--- src/rtl/ristretto_if_stage_pkg.sv ---
// Shared types and constants for the ristretto instruction fetch stage.
package ristretto_if_stage_pkg;

    typedef enum logic [2:0] {
        IDLE,
        REQ,
        WAIT,
        HOLD,
        HALT
    } if_state_t;

    localparam logic [31:0] NOP_INSTR         = 32'h0000_0013;
    localparam int unsigned PC_INCR           = 4;
    localparam logic [31:0] BOOT_ADDR_DEFAULT = 32'h0000_0000;

endpackage : ristretto_if_stage_pkg

--- src/rtl/ristretto_pc_gen.sv ---
// Fetch PC register with sequential increment and redirect load.
module ristretto_pc_gen
    import ristretto_if_stage_pkg::*;
#(
    parameter int unsigned          AddrWidth = 32,
    parameter logic [AddrWidth-1:0] BootAddr  = '0
) (
    input  logic                 clk_i,
    input  logic                 rstn_i,
    input  logic                 load_en_i,
    input  logic [AddrWidth-1:0] load_pc_i,
    input  logic                 incr_en_i,
    output logic [AddrWidth-1:0] pc_o,
    output logic [AddrWidth-1:0] pc_incr_o
);

    logic [AddrWidth-1:0] pc_q, pc_d;

    // Wraps modulo 2^AddrWidth.
    assign pc_incr_o = pc_q + AddrWidth'(PC_INCR);
    assign pc_o      = pc_q;

    always_comb begin
        pc_d = pc_q;
        if (load_en_i) begin
            pc_d = load_pc_i;
        end else if (incr_en_i) begin
            pc_d = pc_incr_o;
        end
    end

    always_ff @(posedge clk_i or negedge rstn_i) begin
        if (!rstn_i) begin
            pc_q <= BootAddr;
        end else begin
            pc_q <= pc_d;
        end
    end

endmodule : ristretto_pc_gen

--- src/rtl/ristretto_if_stage.sv ---
// Instruction fetch stage: imem req/gnt/rvalid handshake, redirect handling
// and delivery of instruction, PC and PC+4 to decode.
module ristretto_if_stage
    import ristretto_if_stage_pkg::*;
#(
    parameter int unsigned          DataWidth = 32,
    parameter int unsigned          AddrWidth = 32,
    parameter logic [AddrWidth-1:0] BootAddr  = BOOT_ADDR_DEFAULT
) (
    input  logic                 clk_i,
    input  logic                 rstn_i,
    input  logic                 if_stall_i,
    input  logic                 if_branch_en_i,
    input  logic [AddrWidth-1:0] if_branch_target_i,
    output logic                 imem_req_o,
    output logic [AddrWidth-1:0] imem_addr_o,
    input  logic                 imem_gnt_i,
    input  logic                 imem_rvalid_i,
    input  logic [DataWidth-1:0] imem_rdata_i,
    output logic [DataWidth-1:0] if_instr_o,
    output logic [AddrWidth-1:0] if_pc_o,
    output logic [AddrWidth-1:0] if_next_pc_o,
    output logic                 if_new_instr_o,
    output logic                 if_stage_busy_o,
    output logic                 if_misaligned_o
);

    if_state_t            state_q, state_d;
    logic [DataWidth-1:0] instr_q, instr_d;
    logic [AddrWidth-1:0] ipc_q, ipc_d;
    logic [AddrWidth-1:0] inpc_q, inpc_d;
    logic                 new_q, new_d;
    logic                 mis_q, mis_d;
    logic                 flush_q, flush_d;

    logic                 pc_load;
    logic                 pc_incr_en;
    logic [AddrWidth-1:0] pc;
    logic [AddrWidth-1:0] pc_plus4;
    logic                 br_aligned;

    ristretto_pc_gen #(
        .AddrWidth(AddrWidth),
        .BootAddr (BootAddr)
    ) u_pc_gen (
        .clk_i    (clk_i),
        .rstn_i   (rstn_i),
        .load_en_i(pc_load),
        .load_pc_i(if_branch_target_i),
        .incr_en_i(pc_incr_en),
        .pc_o     (pc),
        .pc_incr_o(pc_plus4)
    );

    assign br_aligned = (if_branch_target_i[1:0] == 2'b00);

    always_comb begin
        state_d    = state_q;
        instr_d    = instr_q;
        ipc_d      = ipc_q;
        inpc_d     = inpc_q;
        new_d      = 1'b0;
        mis_d      = mis_q;
        flush_d    = flush_q;
        pc_load    = 1'b0;
        pc_incr_en = 1'b0;

        if (if_branch_en_i) begin
            // A misaligned target never moves the PC; an outstanding
            // transaction is still drained (flushed) before halting.
            if (br_aligned) begin
                mis_d   = 1'b0;
                pc_load = 1'b1;
            end else begin
                mis_d = 1'b1;
            end
            case (state_q)
                REQ: begin
                    if (imem_gnt_i) begin
                        flush_d = 1'b1;
                        state_d = WAIT;
                    end else begin
                        state_d = br_aligned ? IDLE : HALT;
                    end
                end
                WAIT: begin
                    if (imem_rvalid_i) begin
                        flush_d = 1'b0;
                        state_d = br_aligned ? REQ : HALT;
                    end else begin
                        flush_d = 1'b1;
                    end
                end
                default: state_d = br_aligned ? REQ : HALT;
            endcase
        end else begin
            case (state_q)
                IDLE: state_d = REQ;
                REQ: begin
                    if (imem_gnt_i) begin
                        state_d = WAIT;
                    end
                end
                WAIT: begin
                    if (imem_rvalid_i) begin
                        if (flush_q) begin
                            flush_d = 1'b0;
                            state_d = mis_q ? HALT : REQ;
                        end else begin
                            instr_d    = imem_rdata_i;
                            ipc_d      = pc;
                            inpc_d     = pc_plus4;
                            pc_incr_en = 1'b1;
                            if (if_stall_i) begin
                                state_d = HOLD;
                            end else begin
                                new_d   = 1'b1;
                                state_d = REQ;
                            end
                        end
                    end
                end
                HOLD: begin
                    if (!if_stall_i) begin
                        new_d   = 1'b1;
                        state_d = REQ;
                    end
                end
                HALT:    state_d = HALT;
                default: state_d = IDLE;
            endcase
        end
    end

    always_ff @(posedge clk_i or negedge rstn_i) begin
        if (!rstn_i) begin
            state_q <= IDLE;
            instr_q <= DataWidth'(NOP_INSTR);
            ipc_q   <= BootAddr;
            inpc_q  <= BootAddr + AddrWidth'(PC_INCR);
            new_q   <= 1'b0;
            mis_q   <= 1'b0;
            flush_q <= 1'b0;
        end else begin
            state_q <= state_d;
            instr_q <= instr_d;
            ipc_q   <= ipc_d;
            inpc_q  <= inpc_d;
            new_q   <= new_d;
            mis_q   <= mis_d;
            flush_q <= flush_d;
        end
    end

    assign imem_req_o      = (state_q == REQ);
    assign imem_addr_o     = pc;
    assign if_stage_busy_o = (state_q == REQ) || (state_q == WAIT);
    assign if_instr_o      = instr_q;
    assign if_pc_o         = ipc_q;
    assign if_next_pc_o    = inpc_q;
    assign if_new_instr_o  = new_q;
    assign if_misaligned_o = mis_q;

endmodule : ristretto_if_stage
--- config.mk ---
export PLATFORM = sky130hd
export DESIGN_NAME = ristretto_if_stage
export DESIGN_NICKNAME = d
export VERILOG_FILES = /design/src/rtl/ristretto_if_stage_pkg.sv /design/src/rtl/ristretto_pc_gen.sv /design/src/rtl/ristretto_if_stage.sv
export SDC_FILE = /design/constraint.sdc
export NUM_CORES = 1
export LEC_CHECK = 0
export BUFFER_PORTS_ARGS = -buffer_cell sky130_fd_sc_hd__buf_2
export CORE_MARGIN = 2
export CORE_UTILIZATION = 54
export DETAILED_ROUTE_END_ITERATION = 7
export GPL_ROUTABILITY_DRIVEN = 0
export PLACE_DENSITY_LB_ADDON = 0.12
export SKIP_CTS_REPAIR_TIMING = 1
export SYNTH_ARGS = -nofsm -noshare
export SYNTH_HDL_FRONTEND = slang
export SYNTH_SLANG_ARGS = --single-unit
--- constraint.sdc ---
create_clock -name clk_i -period 3.9 [get_ports clk_i]
set_input_delay 0.585 -clock clk_i [delete_from_list [all_inputs] [get_ports clk_i]]
set_output_delay 0.585 -clock clk_i [all_outputs]
set_load 0.02 [all_outputs]
== After elaboration in Yosys (flattened, before gate mapping) ==
Index checks and enable logic that the tools add are counted.
Storage, ports and cells
  input bits: 70
  register bits after elaboration: 134
  output and inout bits: 132
  logic and storage cells: 62
Operators by class
  eq/ne operators: 8
  add/subtract/negate cells: 1
  bitwise gates (word level): 2
  reduce and logical (&&, ||, !) cells: 10
  mux-type cells: 33
Operators by type and width (count)
  32-bit two-way mux: 2
  32-bit by 3-bit adder with 32-bit output (second input constant): 1
  3-bit two-way mux: 10
  1-bit two-way mux: 16
  3-bit one-hot mux with 5 select lines: 1
  4-bit AND reduction: 2
  2-bit nonzero test: 4
  3-bit by 2-bit equality test with 1-bit output (second input constant): 2
  3-bit by 2-bit inequality test with 1-bit output (second input constant): 2
  3-bit one-hot mux with 2 select lines: 1
  1-bit one-hot mux with 2 select lines: 2
  3-bit by 1-bit equality test with 1-bit output (second input constant): 1
  3-bit equality test (second input constant): 1
  3-bit zero test: 1
  3-bit inequality test (second input constant): 1
  3-bit AND reduction: 1
  2-bit zero test: 1
  2-bit two-way mux: 1
  2-bit inequality test (second input constant): 1
  1-bit inverter: 2
  1-bit logical OR: 1

== Longest topological paths before layout ==
  depth in word-level cells: 6
  depth in mapped cells: 8
  mapped depth without buffers: 6

== Hierarchy ==
From an unflattened synthesis, not the netlist that was laid out.
Second synthesis, totals
  cells, all modules: 536
  area total of the unflattened synthesis: 6535.0 µm²
Modules (own cells, without submodules)
  ristretto_if_stage: sequential area each 2557.5 µm², cells an instance 248, times used 1, area an instance 4115.2 µm²
  ristretto_pc_gen: sequential area each 800.8 µm², cells an instance 288, times used 1, area an instance 2419.8 µm²

== Least setup slack after synthesis ==
Ideal clock, no wire load.
  path kind: input -> register
  start: input if_branch_en_i
  end: register u_pc_gen.pc_q[16], in the netlist u_pc_gen.pc_o[16]
  arrival: 2.057 ns
  library setup time: 0.126 ns
  path buffers: 2
  cell stages on the path: 7
  path slack: 1.717 ns
  path through: buf_2 -> or4b_4 -> or2_1 -> buf_6 -> nand2_2 -> o21ai_0 -> a221o_1
Between the ends
  word-level cells in the longest chain between the ends: 2
  elaborated cells on any way between the ends: 4
Ends and longest elaborated chain
  start: declaration: RTL line ristretto_if_stage.sv:13  | input logic if_branch_en_i,
  1-bit two-way mux: RTL line ristretto_if_stage.sv:68  | if (if_branch_en_i) begin
  32-bit two-way mux or 2-bit nonzero test (tied branches)
  end signal: assignment: RTL line ristretto_pc_gen.sv:34  | pc_q <= BootAddr;
  end signal: assignment: RTL line ristretto_pc_gen.sv:36  | pc_q <= pc_d;
  end: declaration: RTL line ristretto_pc_gen.sv:17  | logic [AddrWidth-1:0] pc_q, pc_d;
Several ways; a longest one is shown, not always the timed one.
A chain may end at the register's enable or synchronous reset.

== Worst setup path after layout ==
  start: register u_pc_gen.pc_q[2], in the netlist u_pc_gen.pc_o[2]
  end: register u_pc_gen.pc_q[28], in the netlist u_pc_gen.pc_o[28]
Between the ends
  word-level cells in the longest chain between the ends: 3
Ends and longest elaborated chain
  32-bit by 3-bit adder with 32-bit output: RTL line ristretto_pc_gen.sv:20  | assign pc_incr_o = pc_q + AddrWidth'(PC_INCR);
  32-bit two-way mux: RTL line ristretto_pc_gen.sv:27  | end else if (incr_en_i) begin
  32-bit two-way mux: RTL line ristretto_pc_gen.sv:25  | if (load_en_i) begin
Every way passes these cells. The select of a mux whose other input is x is not followed.

==> flow_summary.ini <==
[status]
status = complete, no violations

[synthesis]
synth-edff-count = 0
syn_nets = 699
synthCells = 628
number_of_warnings_printed_during_yosys_synthesis = 0
ys_ff_latch = 132
asyncSetResetFlopFracSynth = 1.00
post_synth_instance_area_sq_mm = 0.00585
synth-seq-area-share = 0.566
ys_flop_type = dfrtp_1
synthesis.area_per_instance_sq_um = 9.31
synth.area.top_cells = dfrtp_1 (55%), nand2_1 (15%), o21ai_0 (3.3%)
synth_largest_area_cell = dfrtp_1
top_area_cell_type_share_of_the_netlist_area = 0.548
netlist-cell-type-count = 49

[power_and_ir_drop]
share_seq_of_total_power = 0.396
powerDensity_mw_per_mm2 = 712
combinationalPowerShare = 0.285
clkPwrFrac = 0.318
leakagePower_nw = 4.09
power.switching_mw = 1.92
p_sw_frac = 0.359
cell_internal_pwr_mw = 3.43
worst_voltage_drop_across_the_vdd_grid_mv = 0.328

[critical_path]
crit-reg2reg-launch = u_pc_gen.pc_o[2]
timing.critical_path.to_type = flip-flop
cp_data_required_time_ns = 4.28
cp-start-kind = flip-flop
crit_start = u_pc_gen.pc_o[2]
timing_worst_setup_path_type = reg2reg
critical_path_peak_fanout = 10
worstPathArrival_ns = 3.05

[routing]
drc = 0
final_antenna_net_count = 0
route.vias.total = 5201
total_iterations_of_the_first_detailed_routing_run = 5
wl_per_cell_um = 16.1
route.final.wire_length_um = 15500
dr.first_iter.drc_count = 382
route.detailed.vias_per_inst = 5.40

[cells_and_area]
layout_common_cells = nand2_1 (241), buf_2 (200), dfrtp_1 (128)
area_growth_pct = 28.4
post-route-cell-area_sq_mm = 0.00751
antennaDiodeCount = 0
design.final.nets = 885
layout-drive-gt1-share = 0.305
mostFrequentLayoutCell = nand2_1

[clocking]
clock-root-buffer = clkbuf_8
cts-buffers-inserted = 17
tritoncts_clock_tree = done
cts.path.max_buffers = 2
ctsHtreeMaxLevel = 4
clk_pin_slew_worst_paths_ns = 0.06
numClockSinks = 132
clk-insertion-delay-late_ns = 0.53

[timing]
finalCriticalPeriod_ns = 2.67
maxClockFrequency_mhz = 375
total_neg_setup_slack_ns = 0
max_slew_headroom_at_the_worst_pin = 0.274
slew_viol_final = 0
unrepaired_setup_endpoints_after_global_routing = false
hold_viol = 0
setup_viol = 0
fin_crit_sh = 0.684
worst-slew-pin-transition_ns = 1.08
final.setup_skew_ns = 0.00869

[min_path]
hold_path_class = in2async

[floorplanning]
die_h_um = 108
die_w_um = 108
floorplan.initialDensity = 0.562
core_region_area_sq_mm = 0.0104
floorplan.rows = 37
floorplan.die_area_sq_mm = 0.0117
top_level_ports = 202

[place]
postPlaceCellArea_sq_mm = 0.00688
port_buffers = 201
dp.final_hpwl_um = 10600

[grt]
global_route.overflow_total = 0
grt_first_pass_wirelength_um = 24600
globalRouteTotalUtil = 0.273
grt_pass1_vias = 4869
grt_start_max_net_pins = 99
number_of_antenna_violations_at_the_first_check_in_global_routing = 1

[run]
max_cap_viol_count = 0
[final timing paths]
path                       cells past startpoint                end  slack [ns]
setup / recovery                               6  u_pc_gen.pc_o[28]        1.23
hold / removal                                 1     if_instr_o[31]        0.05
setup reg to reg                               6  u_pc_gen.pc_o[28]        1.23
hold reg to reg                                2      if_instr_o[4]        0.46
max in group asynchronous                      2    if_next_pc_o[2]        2.91
min in group clk_i                             3     if_instr_o[15]        0.25
[kinds of logic (layout without fill, tap and decap cells)]
group	after synthesis	count (layout)	share of synthesized area
adder cells (fa/ha/maj)	1	1	0.00214
flip-flops	132	132	0.566
multiplexers	4	4	0.00727
XOR/XNOR	26	26	0.0389
buffers and inverters	45	244	0.0387
AND/OR/NAND/NOR	330	330	0.246
AO/OA/AOI/OAI	90	90	0.101
[cells in the mapped netlist (3+ instances only)]
cell        n
nand2_1   241
dfrtp_1   128
o21ai_0    39
buf_2      22
nor2_1     18
nand3_1    16
xnor2_1    14
clkbuf_1   13
xor2_1     12
nand4_1    11
a221o_1    10
a22oi_1     9
and3_1      8
a21o_1      7
nor3_1      5
nor3b_1     5
and2_1      4
buf_4       4
dfstp_2     4
inv_1       4
o211ai_1    4
o21ai_1     4
a21oi_1     3
a22o_1      3
a31oi_1     3
nand2b_1    3
nand4b_1    3
nor4_1      3
[registers in the layout, summed over array words and instances, names as in the netlist]
signal and count:
flush_q 1, u_pc_gen.pc_o 32, state_q 3, if_new_instr_o 1, if_misaligned_o 1, if_pc_o 32
if_instr_o 32, if_next_pc_o 30
[power groups by stage]
stage | clock network (mW) | registers, mW | logic (mW)
after CTS | 1.73 | 2.11 | 1.54
after floorplan | 0 | 2.52 | 0.519
final | 1.70 | 2.12 | 1.53
after global placement | 0 | 2.11 | 1.49
after global routing | 1.79 | 2.17 | 1.67
after detailed placement | 0 | 2.13 | 1.53
[worst max-delay path, stage by stage (launching register included)]
cell,delay [ns]
dfrtp_1,0.48
ha_1,0.30
nand3_1,0.19
nor4_2,0.98
nand3_1,0.25
xor2_1,0.23
o21ai_0,0.10
[cell type report]
| class | count | area [sq um] |
|---|---|---|
| flip-flops and latches | 132 | 3310 |
| inverters | 4 | 15.0 |
| clock inverters | 13 | 206 |
| fillers | 831 | 2900 |
| repair buffers | 208 | 1060 |
| multi-input cells | 451 | 2320 |
| well taps | 136 | 170 |
| clock buffers | 19 | 432 |
[stage by stage]
step                 util  hold WS [ns]  cells  power (mW)  setup slack [ns]
floorplan               -         0.289    628        3.04              1.72
CTS                 0.721        0.0643    963        5.38              1.32
global route        0.721        0.0819    963        5.63              1.09
finish              0.721        0.0476    963        5.35              1.23
global placement    0.660         0.447    931        3.60              1.29
detailed placement  0.660         0.449    931        3.66              1.19
[metal layers]
metal	share of wire	GRT usage	vias up
met5	0.00071	0	-
met4	0.011	0.0962	2
met3	0.076	0.0681	17
met2	0.48	0.412	208
met1	0.44	0.387	2497
li1	-	-	2477
No activity file was read; power rests on OpenSTA's default activity.
